<file path="src/rtl/arb_pkg.sv">
// Shared defaults and FSM state encoding for the round-robin bus arbiter.
package arb_pkg;

  localparam int DEFAULT_N_REQ   = 4;
  localparam int DEFAULT_TIMEOUT = 16;

  typedef enum logic [1:0] {
    IDLE    = 2'd0,
    GRANT   = 2'd1,
    RELEASE = 2'd2
  } arb_state_e;

endpackage

</file>
<file path="src/rtl/rr_picker.sv">
// Combinational rotating-priority picker: first set request scanning upward
// from (last_owner_i + 1) mod N_REQ, wrapping around.
module rr_picker
  import arb_pkg::*;
#(
  parameter int N_REQ = DEFAULT_N_REQ,
  parameter int IDW   = $clog2(N_REQ)
) (
  input  logic [N_REQ-1:0] req_i,
  input  logic [IDW-1:0]   last_owner_i,
  output logic             valid_o,
  output logic [IDW-1:0]   winner_o
);

  logic [IDW-1:0] idx;

  // Scan from the farthest offset down so the nearest hit is written last.
  always_comb begin
    valid_o  = 1'b0;
    winner_o = '0;
    idx      = '0;
    for (int k = N_REQ; k >= 1; k--) begin
      idx = IDW'((int'(last_owner_i) + k) % N_REQ);
      if (req_i[idx]) begin
        valid_o  = 1'b1;
        winner_o = idx;
      end
    end
  end

endmodule

</file>
<file path="src/rtl/bus_arbiter.sv">
// Round-robin bus arbiter with a hold timeout; every output comes from a flop.
module bus_arbiter
  import arb_pkg::*;
#(
  parameter int N_REQ   = DEFAULT_N_REQ,
  parameter int TIMEOUT = DEFAULT_TIMEOUT
) (
  input  logic                     clk,
  input  logic                     rstn,
  input  logic [N_REQ-1:0]         req,
  input  logic [N_REQ-1:0]         done,
  output logic [N_REQ-1:0]         gnt,
  output logic [$clog2(N_REQ)-1:0] gnt_id,
  output logic                     busy,
  output logic                     timeout_err
);

  localparam int IDW = $clog2(N_REQ);
  localparam int CW  = $clog2(TIMEOUT);
  localparam logic [CW-1:0] CNT_MAX = CW'(TIMEOUT - 1);

  arb_state_e      state_q, state_d;
  logic [N_REQ-1:0] gnt_q, gnt_d;
  logic [IDW-1:0]  gnt_id_q, gnt_id_d;
  logic [IDW-1:0]  last_owner_q, last_owner_d;
  logic [CW-1:0]   cnt_q, cnt_d;
  logic            busy_q, busy_d;
  logic            terr_q, terr_d;

  logic            pick_valid;
  logic [IDW-1:0]  pick_winner;
  logic            owner_done;
  logic            timeout_hit;

  rr_picker #(
    .N_REQ (N_REQ),
    .IDW   (IDW)
  ) u_picker (
    .req_i        (req),
    .last_owner_i (last_owner_q),
    .valid_o      (pick_valid),
    .winner_o     (pick_winner)
  );

  assign owner_done  = done[gnt_id_q];
  assign timeout_hit = (cnt_q == CNT_MAX);

  always_comb begin
    state_d      = state_q;
    gnt_d        = gnt_q;
    gnt_id_d     = gnt_id_q;
    last_owner_d = last_owner_q;
    cnt_d        = cnt_q;
    busy_d       = busy_q;
    terr_d       = 1'b0;
    case (state_q)
      IDLE: begin
        if (pick_valid) begin
          state_d  = GRANT;
          gnt_d    = N_REQ'(1) << pick_winner;
          gnt_id_d = pick_winner;
          busy_d   = 1'b1;
          cnt_d    = '0;
        end
      end
      GRANT: begin
        // A done strobe on the limit cycle wins over the timeout.
        if (owner_done || timeout_hit) begin
          state_d      = RELEASE;
          gnt_d        = '0;
          busy_d       = 1'b0;
          last_owner_d = gnt_id_q;
          terr_d       = ~owner_done;
        end else if (cnt_q != CNT_MAX) begin
          cnt_d = cnt_q + 1'b1;
        end
      end
      RELEASE: state_d = IDLE;
      default: begin
        state_d = IDLE;
        gnt_d   = '0;
        busy_d  = 1'b0;
      end
    endcase
  end

  always_ff @(posedge clk or negedge rstn) begin
    if (!rstn) begin
      state_q      <= IDLE;
      gnt_q        <= '0;
      gnt_id_q     <= '0;
      last_owner_q <= IDW'(N_REQ - 1);
      cnt_q        <= '0;
      busy_q       <= 1'b0;
      terr_q       <= 1'b0;
    end else begin
      state_q      <= state_d;
      gnt_q        <= gnt_d;
      gnt_id_q     <= gnt_id_d;
      last_owner_q <= last_owner_d;
      cnt_q        <= cnt_d;
      busy_q       <= busy_d;
      terr_q       <= terr_d;
    end
  end

  assign gnt         = gnt_q;
  assign gnt_id      = gnt_id_q;
  assign busy        = busy_q;
  assign timeout_err = terr_q;

endmodule

</file>
<file path="config.mk">
export PLATFORM = sky130hd
export DESIGN_NAME = bus_arbiter
export DESIGN_NICKNAME = d
export VERILOG_FILES = /design/src/rtl/arb_pkg.sv /design/src/rtl/rr_picker.sv /design/src/rtl/bus_arbiter.sv
export SDC_FILE = /design/constraint.sdc
export NUM_CORES = 1
export LEC_CHECK = 0
export BUFFER_PORTS_ARGS = -buffer_cell sky130_fd_sc_hd__buf_2
export CORE_ASPECT_RATIO = 1.2
export CORE_MARGIN = 2
export CORE_UTILIZATION = 40
export CTS_BUF_LIST = sky130_fd_sc_hd__clkbuf_8
export DETAILED_ROUTE_END_ITERATION = 10
export GPL_ROUTABILITY_DRIVEN = 0
export SLEW_MARGIN = 25
export SYNTH_ARGS = -nofsm -noshare
export SYNTH_HDL_FRONTEND = slang
export SYNTH_SLANG_ARGS = --single-unit
</file>
<file path="constraint.sdc">
create_clock -name clk -period 4 [get_ports clk]
set_input_delay 1.2 -clock clk [delete_from_list [all_inputs] [get_ports clk]]
set_output_delay 1.2 -clock clk [all_outputs]
set_load 0.05 [all_outputs]
</file>
Yosys cells after proc, flatten, opt, wreduce, memory -nomap -nowiden
Index checks and enable logic that the tools add are counted.

Output and inout bits: 8. Bits in registers: 16.

Muxes and demuxes: 33. Order comparisons: 5. Shifts and indexed selects: 1. Reductions and logical operators: 8. Bitwise logic cells: 2. $add $sub $neg: 5. Eq/ne operators: 8.

Operators with widths (number): 2-to-1 mux 4 bit (5); less-than comparator 2 x 3 -> 1 bit, second input constant (5); 2-to-1 mux 1 bit (13); 2-to-1 mux 2 bit (6); one-hot mux 4 bit (3 select lines) (1); binary-select mux 1 bit (select 2 bit) (5); != test 2 bit, second input constant (4); one-hot mux 4 bit (2 select lines) (1); AND reduction 2 bit (3); adder 2 x 1 -> 2 bit, second input constant (2); adder 2 bit, second input constant (2); adder 4 x 1 -> 4 bit, second input constant (1); equality test 4 bit, second input constant (1); != test 4 bit, second input constant (1); one-hot mux 2 bit (2 select lines) (1); AND reduction 4 bit (1); << shifter 1 x 2 -> 4 bit, first input constant (1); one-hot mux 1 bit (3 select lines) (1); AND reduction 3 bit (1); equality test 2 x 1 -> 1 bit, second input constant (1); equality test 2 bit, second input constant (1); zero test 2 bit (1); inverter 1 bit (2); nonzero test 2 bit (1); logical OR 1 bit (1).

Logic depth before layout (Yosys ltp)
Gate-level depths: netlist of the first run.

Word-level depth: 10. Depth in mapped cells: 6.

Cells and area by module
From an unflattened synthesis of the first run, not the netlist that was laid out.

Cells, all modules: 99. Area, all modules: 945.9 um2.

By module, submodules not included: bus_arbiter (instances 1, cells each 85, area each 854.6 um2, sequential area each 402.9 um2); rr_picker (instances 1, cells each 14, area each 91.3 um2, sequential area each 0.0 um2).

Worst setup path after synthesis of the first run
Ideal clock, no wire load.

Path kind: in2reg. Start point: input done[3]. End point: register cnt_q[1]. Slack: 1417 ps. Data arrival time: 2462 ps. Required time: 3879 ps. Cell stages on the path: 4. Cells stage by stage: mux4_2 -> nor3_1 -> mux2_1 -> a22o_1.

Cells in the longest elaborated chain, start to end: 5.

RTL lines: start: declaration (line bus_arbiter.sv:11) `input logic [N_REQ-1:0] done,`; binary-select mux 1 bit (select 2 bit) (line bus_arbiter.sv:45) `assign owner_done = done[gnt_id_q];`; 2-to-1 mux 1 bit (implied by the code) (line bus_arbiter.sv:45); logical OR 1 bit (line bus_arbiter.sv:68) `if (owner_done || timeout_hit) begin`; != test 2 bit (no source line); AND reduction 4 bit (no source line); end signal: assignment (line bus_arbiter.sv:101) `cnt_q <= cnt_d;`; end: declaration (line bus_arbiter.sv:26) `logic [CW-1:0] cnt_q, cnt_d;`.

Every way passes these cells. The select of a mux whose other input is x is not followed. A chain may end at the register's enable or synchronous reset.

Final worst setup path of the first run
Same ends and word-level chain as after synthesis.

==> out/results.txt, run 1 <==
Worst R2R End: cnt_q[1]$_DFFE_PN0P_
Power Internal: 443 uW
Crit start category: input pin
CTS tree: built
Mapped Area: 796 um^2
Avg WL per Cell: 13.0 um
H-tree depth: 1
First-pass GRT wire length: 2480 um
Avg Synthesized Cell Area: 10.8 um^2
Hold Path End: gnt[1]$_DFFE_PN0P_
Post-synth ARST share: 1.00
Synth area leaders: dfrtp_1 (44%), dfstp_2 (6.6%), o21ai_0 (3.8%)
CP Data Required Time: 4.14 ns
Clk sinks: 16
Vias per cell: 5.60
VDD IR max: 0.000452 V
Wire length on met3: 47 um
R2r setup slk: 2.11 ns
Worst setup path class: input pin to flip-flop
Grt ovf: 0
DRT Pass-1 Iters: 4
Max_cap viols: 0
Clk_lat worst skew: 0.25 ns
RSZ-0062 raised after global routing: no
Final Hold Fails: 0
Routed length on met2: 719 um
Setup bufs post-CTS: 0
Type of the most critical hold path: flip-flop to flip-flop
Critical R2R Launch: gnt_id[0]$_DFFE_PN0P_
Top_reg_cell synth: dfrtp_1
Dpl hpwl: 1110 um
Setup Skew: 0.00479 ns
Num rows: 17
Critical path's slowest cell: mux4_2
Core Footprint: 0.00185 mm^2
Initial antenna violation count: 0
Die Y-Extent: 52.9 um
Setup TNS: 0 ns
CP peak stage delay: 0.52 ns
Final net count: 105
Iter 0 DRT Violations: 10
CP Capture Type: flip-flop
Max Slew Vio Count: 0
GRT Total Usage: 0.153
Count leader, synth: dfrtp_1
Leak: 0.000448 uW
CP max FO: 6
Fillers: 183
Syn Inst Count: 74
Total CTS buffers: 3
Clock root cell: clkbuf_8
Synth warnings: 0
Wl on met1: 648 um
Seq pwr share: 0.360
Post-layout minimum cycle time: 2.47 ns
Largest net degree at the start of global routing: 17
Share of layout cells above drive strength 1: 0.301
Top sig layer: met4
Reg2Reg Depth: 4
Largest area contributor in the netlist: dfrtp_1
Post-Place Worst Slack: 1.27 ns
Worst-path clk slew: 0.06 ns
Final Cycle Share: 0.618
Most frequent cells after synthesis: dfrtp_1 (14), nor2_1 (7), nand2_1 (6), o21ai_0 (6), nor3_1 (4)
Final WL: 1460 um
Post-synth EDFFs: 0
Cell variety after synth: 32
Starting density of the core: 0.430
Max Fclk: 0.405 GHz
Max-slew headroom: 0.606
Die width: 44.7 um
Run status: finished clean
Critical-path cell list: buf_2 -> mux4_2 -> nor3_1 -> mux2_1 -> a22o_1
Cells on Worst Hold Path: 1
Worst Path Arrival: 2.61 ns
NetSw: 375 uW
CP top delay family: multiplexers
Synth top area share: 0.440
Worst-margin pin slew: 0.587 ns
Number of global-route vias before repair: 584
Detail Route Antenna Nets: 0
Final setup violation count: 0
Min-Delay Startpoint: gnt[1]$_DFFE_PN0P_
Syn nets: 85
CP bufs+invs: 1
Clock power share: 0.145
CTS Buffer Depth: 2
Port Buffers: 17
DR vias: 627
Layout area overhead: 17.8%
FF+latch count, synth: 16
IO Count: 18
Cell Pwr Density: 873 mW/mm^2
Sequential area share after synthesis: 0.506
Post-CTS Hold Buffers: 0
Logic gate share of total power: 0.496
CTS resizes: 0
Switching part of the total power: 0.458
DRC: 0
Die area: 0.00236 mm^2
Ant diodes: 0
Final worst slack: 1.53 ns
## metal layers
metal,global-route usage,vias to the layer above
li1,-,310
met1,0.194,297
met2,0.229,15
met3,0.0307,5
met4,0.106,0
met5,0,-
## registers in the layout, summed over array words and instances (netlist names)
| signal | cells |
|---|---|
| busy | 1 |
| gnt_id | 2 |
| timeout_err | 1 |
| cnt_q | 4 |
| gnt | 4 |
| state_q | 2 |
| last_owner_q | 2 |
## cell usage in the layout (no fill, tap or decap), types with 3 or more instances in the layout
| cell type | synthesis | layout |
|---|---|---|
| buf_2 | 0 | 17 |
| nand2b_1 | 3 | 3 |
| nor2_1 | 7 | 7 |
| nor3_1 | 4 | 4 |
| clkbuf_8 | 0 | 3 |
| dfrtp_1 | 14 | 14 |
| nand2_1 | 6 | 6 |
| o21ai_0 | 6 | 6 |
| a22o_1 | 3 | 3 |
## logic make-up after synthesis
| family | synth area share |
|---|---|
| flops | 0.506 |
| xor+xnor | 0.0110 |
| buf+inv | 0.0204 |
| fa+ha+maj | 0.0157 |
| compound gates | 0.159 |
| simple gates | 0.217 |
| mux | 0.0707 |
## layout make-up
type                            count  area, um^2  share of cell area
Multi-Input combinational cell     55         377               0.402
Clock buffer                        3        41.3              0.0441
Inverter                            1        3.75             0.00401
Timing Repair Buffer               17        85.1              0.0908
Sequential cell                    16         403               0.430
Tap cell                           19        23.8              0.0254
Clock inverter                      1        3.75             0.00401
## stage by stage
step / area (um^2) / hold WS, ns / utilization / total power [uW] / cells
2_1_floorplan: 796 / 0.486 / - / 612 / 74
3_3_place_gp: 892 / 0.470 / 0.482 / 701 / 108
3_5_place_dp: 892 / 0.481 / 0.482 / 707 / 108
4_1_cts: 937 / 0.495 / 0.506 / 828 / 112
5_1_grt: 937 / 0.519 / 0.506 / 881 / 112
6_report: 937 / 0.485 / 0.506 / 819 / 112
## power groups by stage
stage	Clock (uW)	Sequential [uW]	Combinational [uW]
floorplan	0	403	209
global placement	0	295	405
detailed placement	0	299	408
CTS	123	296	409
global route	132	305	444
finish	118	294	406
## worst max path at each step
stage / startpoint / end / cells past startpoint
2_1_floorplan: done[3] / cnt_q[1]$_DFFE_PN0P_ / 4
3_3_place_gp: done[3] / cnt_q[1]$_DFFE_PN0P_ / 5
3_5_place_dp: done[3] / cnt_q[1]$_DFFE_PN0P_ / 5
4_1_cts: done[3] / cnt_q[1]$_DFFE_PN0P_ / 5
5_1_grt: done[3] / cnt_q[1]$_DFFE_PN0P_ / 5
6_report: done[3] / cnt_q[1]$_DFFE_PN0P_ / 5
Power figures use the tool's default switching activity.
==> run 2: changes to the inputs <==
- clock period: 4 -> 2.2 ns (I/O delays scaled with it)
==> out/results.txt, run 2 (synthesis gave the netlist of run 1 again) <==
Run status: finished clean
Clk_lat worst skew: 0.25 ns (about the same)
Logic gate share of total power: 0.511 (+0.015)
Switching part of the total power: 0.450 (-0.00800)
DR vias: 648 (+3.3%)
Port Buffers: 17 (unchanged)
Max_cap viols: 0 (unchanged)
Worst Path Arrival: 2.03 ns (-0.58 ns)
Iter 0 DRT Violations: 7 (-3)
Critical R2R Launch: gnt_id[0]$_DFFE_PN0P_
Seq pwr share: 0.343 (-0.017)
Dpl hpwl: 1190 um (+7.0%)
Ant diodes: 0 (unchanged)
Crit start category: input pin
Final Hold Fails: 0 (unchanged)
Vias per cell: 5.59 (-0.21%)
Overall Power: 1560 uW (+90%)
Max-slew headroom: 0.707 (+0.101)
Die Y-Extent: 52.9 um (unchanged)
Grt ovf: 0 (unchanged)
Footprint of the multi-input gates: 377 um^2 (unchanged)
Worst-margin pin slew: 0.435 ns (-0.152 ns)
Core Footprint: 0.00185 mm^2 (unchanged)
Most frequent cells in the layout: buf_2 (17), dfrtp_1 (14), nor2_1 (7)
Starting density of the core: 0.430 (unchanged)
Clock root cell: clkbuf_8
Fillers: 162 (-11%)
IO Count: 18 (unchanged)
Commonest non-fill, non-tap cell in the layout: buf_2
Largest net degree at the start of global routing: 17 (unchanged)
CP Data Required Time: 2.34 ns (-1.80 ns)
Cell Pwr Density: 1610 mW/mm^2 (+84%)
Clk sinks: 16 (unchanged)
H-tree depth: 1 (unchanged)
GRT Total Usage: 0.165 (+0.0115)
Setup TNS: 0 ns (unchanged)
Post-layout minimum cycle time: 1.88 ns
Number of global-route vias before repair: 608 (+4.1%)
CTS resizes: 0 (unchanged)
DRT Pass-1 Iters: 3 (-1)
Final WL: 1560 um (+7.2%)
Final setup violation count: 0 (unchanged)
Leak: 0.000467 uW (+4.3%)
VDD IR max: 0.000834 V (+85%)
Layout Utilization: 0.523 (+0.0162)
Max Fclk: 0.531 GHz
Total CTS buffers: 3 (unchanged)
Final net count: 109 (+3.8%)
Clock power share: 0.146 (about the same)
Crit path from: done[3]
Die width: 44.7 um (unchanged)
CTS tree: built
CP max FO: 2 (-4)
FF+latch area: 403 um^2 (unchanged)
CP Capture Type: flip-flop
CTS Buffer Depth: 2 (unchanged)
Share of layout cells above drive strength 1: 0.330 (+0.0288)
Layout area overhead: 21.5%
Worst hold slack: 0.311 ns (-0.174 ns)
Die area: 0.00236 mm^2 (unchanged)
Detail Route Antenna Nets: 0 (unchanged)
Setup bufs post-CTS: 0 (unchanged)
First-pass GRT wire length: 2700 um (+8.9%)
RSZ-0062 raised after global routing: no
DRC: 0 (unchanged)
Num rows: 17 (unchanged)
Setup Skew: 0.00182 ns (-0.00297 ns)
Avg WL per Cell: 13.5 um (+3.5%)
Worst-path clk slew: 0.06 ns (about the same)
Final Cycle Share: 0.856
Initial antenna violation count: 0 (unchanged)
Worst setup path class: input pin to flip-flop
Post-CTS Hold Buffers: 0 (unchanged)
Type of the most critical hold path: input pin to async pin
NetSw: 702 uW (+87%)
Max Slew Vio Count: 0 (unchanged)
Power Internal: 856 uW (+93%)
==> run 2: cell types whose count changed in the layout (fill, tap and decap cells not counted) <==
cell	delta
buf_4	+4
==> run 2: metrics by stage <==
step	cells	setup slack (ns)	cell area [um^2]
floorplan	74	0.0493	796
global placement	112	0.0709	922
detailed placement	112	0.0526	922
CTS	116	0.322	967
global route	116	0.248	967
finish	116	0.318	967
==> run 2: metal layers <==
metal / GRT usage / vias to the layer above / wire (um) / part of all wire
li1: - / 318 / - / -
met1: 0.205 / 314 / 675 / 0.43
met2: 0.249 / 11 / 794 / 0.51
met3: 0.0307 / 5 / 46 / 0.029
met4: 0.121 / 0 / 45 / 0.029
met5: 0 / - / 0 / 0
==> run 2: path summary, 6_finish.rpt <==
| kind | endpoint | slack (ns) | depth (start not counted) |
|---|---|---|---|
| hold reg to reg | gnt[1]$_DFFE_PN0P_ | 0.48 | 1 |
| setup reg to reg | cnt_q[1]$_DFFE_PN0P_ | 0.35 | 4 |
| setup / recovery | cnt_q[1]$_DFFE_PN0P_ | 0.32 | 5 |
| hold / removal | cnt_q[0]$_DFFE_PN0P_ | 0.31 | 1 |
| max in group asynchronous | last_owner_q[1]$_DFFE_PN1P_ | 1.58 | 1 |
| min in group clk | gnt[1]$_DFFE_PN0P_ | 0.48 | 1 |
==> run 2: layout make-up <==
type | instances | area share
Multi-Input combinational cell | 55 | 0.389
Timing Repair Buffer | 21 | 0.119
Tap cell | 19 | 0.0246
Clock buffer | 3 | 0.0427
Sequential cell | 16 | 0.417
Clock inverter | 1 | 0.00388
Inverter | 1 | 0.00388
==> run 2: power by group through the flow <==
stage	registers (uW)	logic (uW)	clock network [uW]
after CTS	535	806	235
after floorplan	733	379	0
after global placement	538	800	0
final	534	796	228
after global routing	554	882	250
after detailed placement	538	804	0
==> run 2: critical path, cell delays in order <==
cell and delay (ns):
buf_2 0.09, mux4_2 0.47, nor3_1 0.27, mux2_1 0.35, a22o_1 0.17
==> run 3: changes to the inputs <==
==> constraint.sdc (replaced) <==
create_clock -name clk -period 2.4 [get_ports clk]
set_input_delay 0.72 -clock clk [delete_from_list [all_inputs] [get_ports clk]]
set_output_delay 0.72 -clock clk [all_outputs]
set_load 0.01 [all_outputs]
==> out/results.txt, run 3 (synthesis gave the netlist of run 1 again) <==
DR vias: 647 (-0.15%)
Starting density of the core: 0.430 (unchanged)
Cell Pwr Density: 1290 mW/mm^2 (-20%)
Worst hold slack: 0.375 ns (+0.0634 ns)
Layout area overhead: 18.7%
Post-layout minimum cycle time: 2.01 ns
CP bufs+invs: 1 (unchanged)
Max Slew Vio Count: 0 (unchanged)
DRC: 0 (unchanged)
Initial antenna violation count: 0 (unchanged)
Final Non-Filler Cells: 113 (-2.6%)
Most frequent cells in the layout: buf_2 (17), dfrtp_1 (14), nor2_1 (7)
CTS Buffer Depth: 2 (unchanged)
Crit start category: input pin
Die area: 0.00236 mm^2 (unchanged)
VDD IR max: 0.000594 V (-29%)
Clk sinks: 16 (unchanged)
Run status: finished clean
Final WL: 1570 um (+0.45%)
Critical R2R Launch: gnt_id[0]$_DFFE_PN0P_
CTS tree: built
CTS resizes: 0 (unchanged)
Final instance area: 945 um^2 (-2.3%)
Share of layout cells above drive strength 1: 0.309 (-0.0214)
Iter 0 DRT Violations: 9 (+2)
Area of placed instances: 900 um^2 (-2.4%)
Commonest non-fill, non-tap cell in the layout: buf_2
RSZ-0062 raised after global routing: no
Post-CTS Hold Buffers: 0 (unchanged)
H-tree depth: 1 (unchanged)
Number of global-route vias before repair: 585 (-3.8%)
Final setup violation count: 0 (unchanged)
DRT Pass-1 Iters: 4 (+1)
IO Count: 18 (unchanged)
Leak: 0.000453 uW (-3.1%)
Port Buffers: 17 (unchanged)
Max-slew headroom: 0.614 (-0.0934)
Clk_lat worst skew: 0.25 ns (about the same)
CP max FO: 6 (+4)
Largest net degree at the start of global routing: 17 (unchanged)
Reg2Reg Depth: 4 (unchanged)
Worst R2R End: cnt_q[1]$_DFFE_PN0P_
Die Y-Extent: 52.9 um (unchanged)
CP peak stage delay: 0.53 ns (+0.06 ns)
Setup TNS: 0 ns (unchanged)
Max Fclk: 0.498 GHz
Worst-path clk slew: 0.06 ns (about the same)
Dpl hpwl: 1180 um (-0.47%)
CP Data Required Time: 2.54 ns (+0.20 ns)
Worst-margin pin slew: 0.576 ns (+0.141 ns)
CP top delay family: multiplexers
Critical-path cell list: buf_2 -> mux4_2 -> nor3_1 -> mux2_1 -> a22o_1
Final Hold Fails: 0 (unchanged)
CP Capture Type: flip-flop
R2r setup slk: 0.48 ns (+0.13 ns)
First-pass GRT wire length: 2540 um (-6.1%)
Grt ovf: 0 (unchanged)
Final net count: 106 (-2.8%)
Clock root cell: clkbuf_8
Setup Skew: 0.00474 ns (+0.00291 ns)
Worst setup path class: input pin to flip-flop
Type of the most critical hold path: input pin to async pin
Core Footprint: 0.00185 mm^2 (unchanged)
Critical path's slowest cell: mux4_2
Vias per cell: 5.73 (+2.5%)
Detail Route Antenna Nets: 0 (unchanged)
Total CTS buffers: 3 (unchanged)
Setup bufs post-CTS: 0 (unchanged)
Ant diodes: 0 (unchanged)
Cells after DPL: 109 (-2.7%)
Max_cap viols: 0 (unchanged)
GRT Total Usage: 0.153 (-0.0111)
Final Cycle Share: 0.837
Worst Path Arrival: 2.15 ns (+0.12 ns)
Num rows: 17 (unchanged)
Die width: 44.7 um (unchanged)
Avg WL per Cell: 13.9 um (+3.1%)
run 3: changes by cell type in the layout (fill, tap and decap cells not counted), sizes merged:
cell  delta
buf      -3
run 3: stage by stage:
step	total power, uW	utilization	worst slack (ns)
floorplan	851	-	0.297
global placement	1010	0.486	0.163
detailed placement	1020	0.486	0.128
CTS	1230	0.510	0.392
global route	1310	0.510	0.337
finish	1220	0.510	0.391
run 3: how the worst max path moves through the flow:
stage | slack, ns | cells past startpoint | endpoint | startpoint
after floorplan | 0.30 | 4 | cnt_q[1]$_DFFE_PN0P_ | done[3]
after global routing | 0.34 | 5 | cnt_q[1]$_DFFE_PN0P_ | done[3]
after global placement | 0.16 | 5 | cnt_q[1]$_DFFE_PN0P_ | done[3]
after detailed placement | 0.13 | 5 | cnt_q[1]$_DFFE_PN0P_ | done[3]
final | 0.39 | 5 | cnt_q[1]$_DFFE_PN0P_ | done[3]
after CTS | 0.39 | 5 | cnt_q[1]$_DFFE_PN0P_ | done[3]
run 3: report_power, final:
part           total (uW)  switching, uW  internal [uW]
clock network         199           86.0            113
registers             494            102            391
logic                 524            277            246
total                1220            466            751
run 3: layout make-up:
class / instances / area [um^2]
multi-input cells: 55 / 377
well taps: 19 / 23.8
inverters: 1 / 3.75
flip-flops and latches: 16 / 403
clock buffers: 3 / 41.3
clock inverters: 1 / 3.75
fillers: 182 / 906
repair buffers: 18 / 92.6
run 3: routing by layer:
layer / vias to the layer above / part of all wire / GRT usage
met4: 0 / 0.0051 / 0.0909
li1: 313 / - / -
met1: 320 / 0.46 / 0.189
met5: - / 0 / 0
met2: 12 / 0.51 / 0.244
met3: 2 / 0.029 / 0.0307
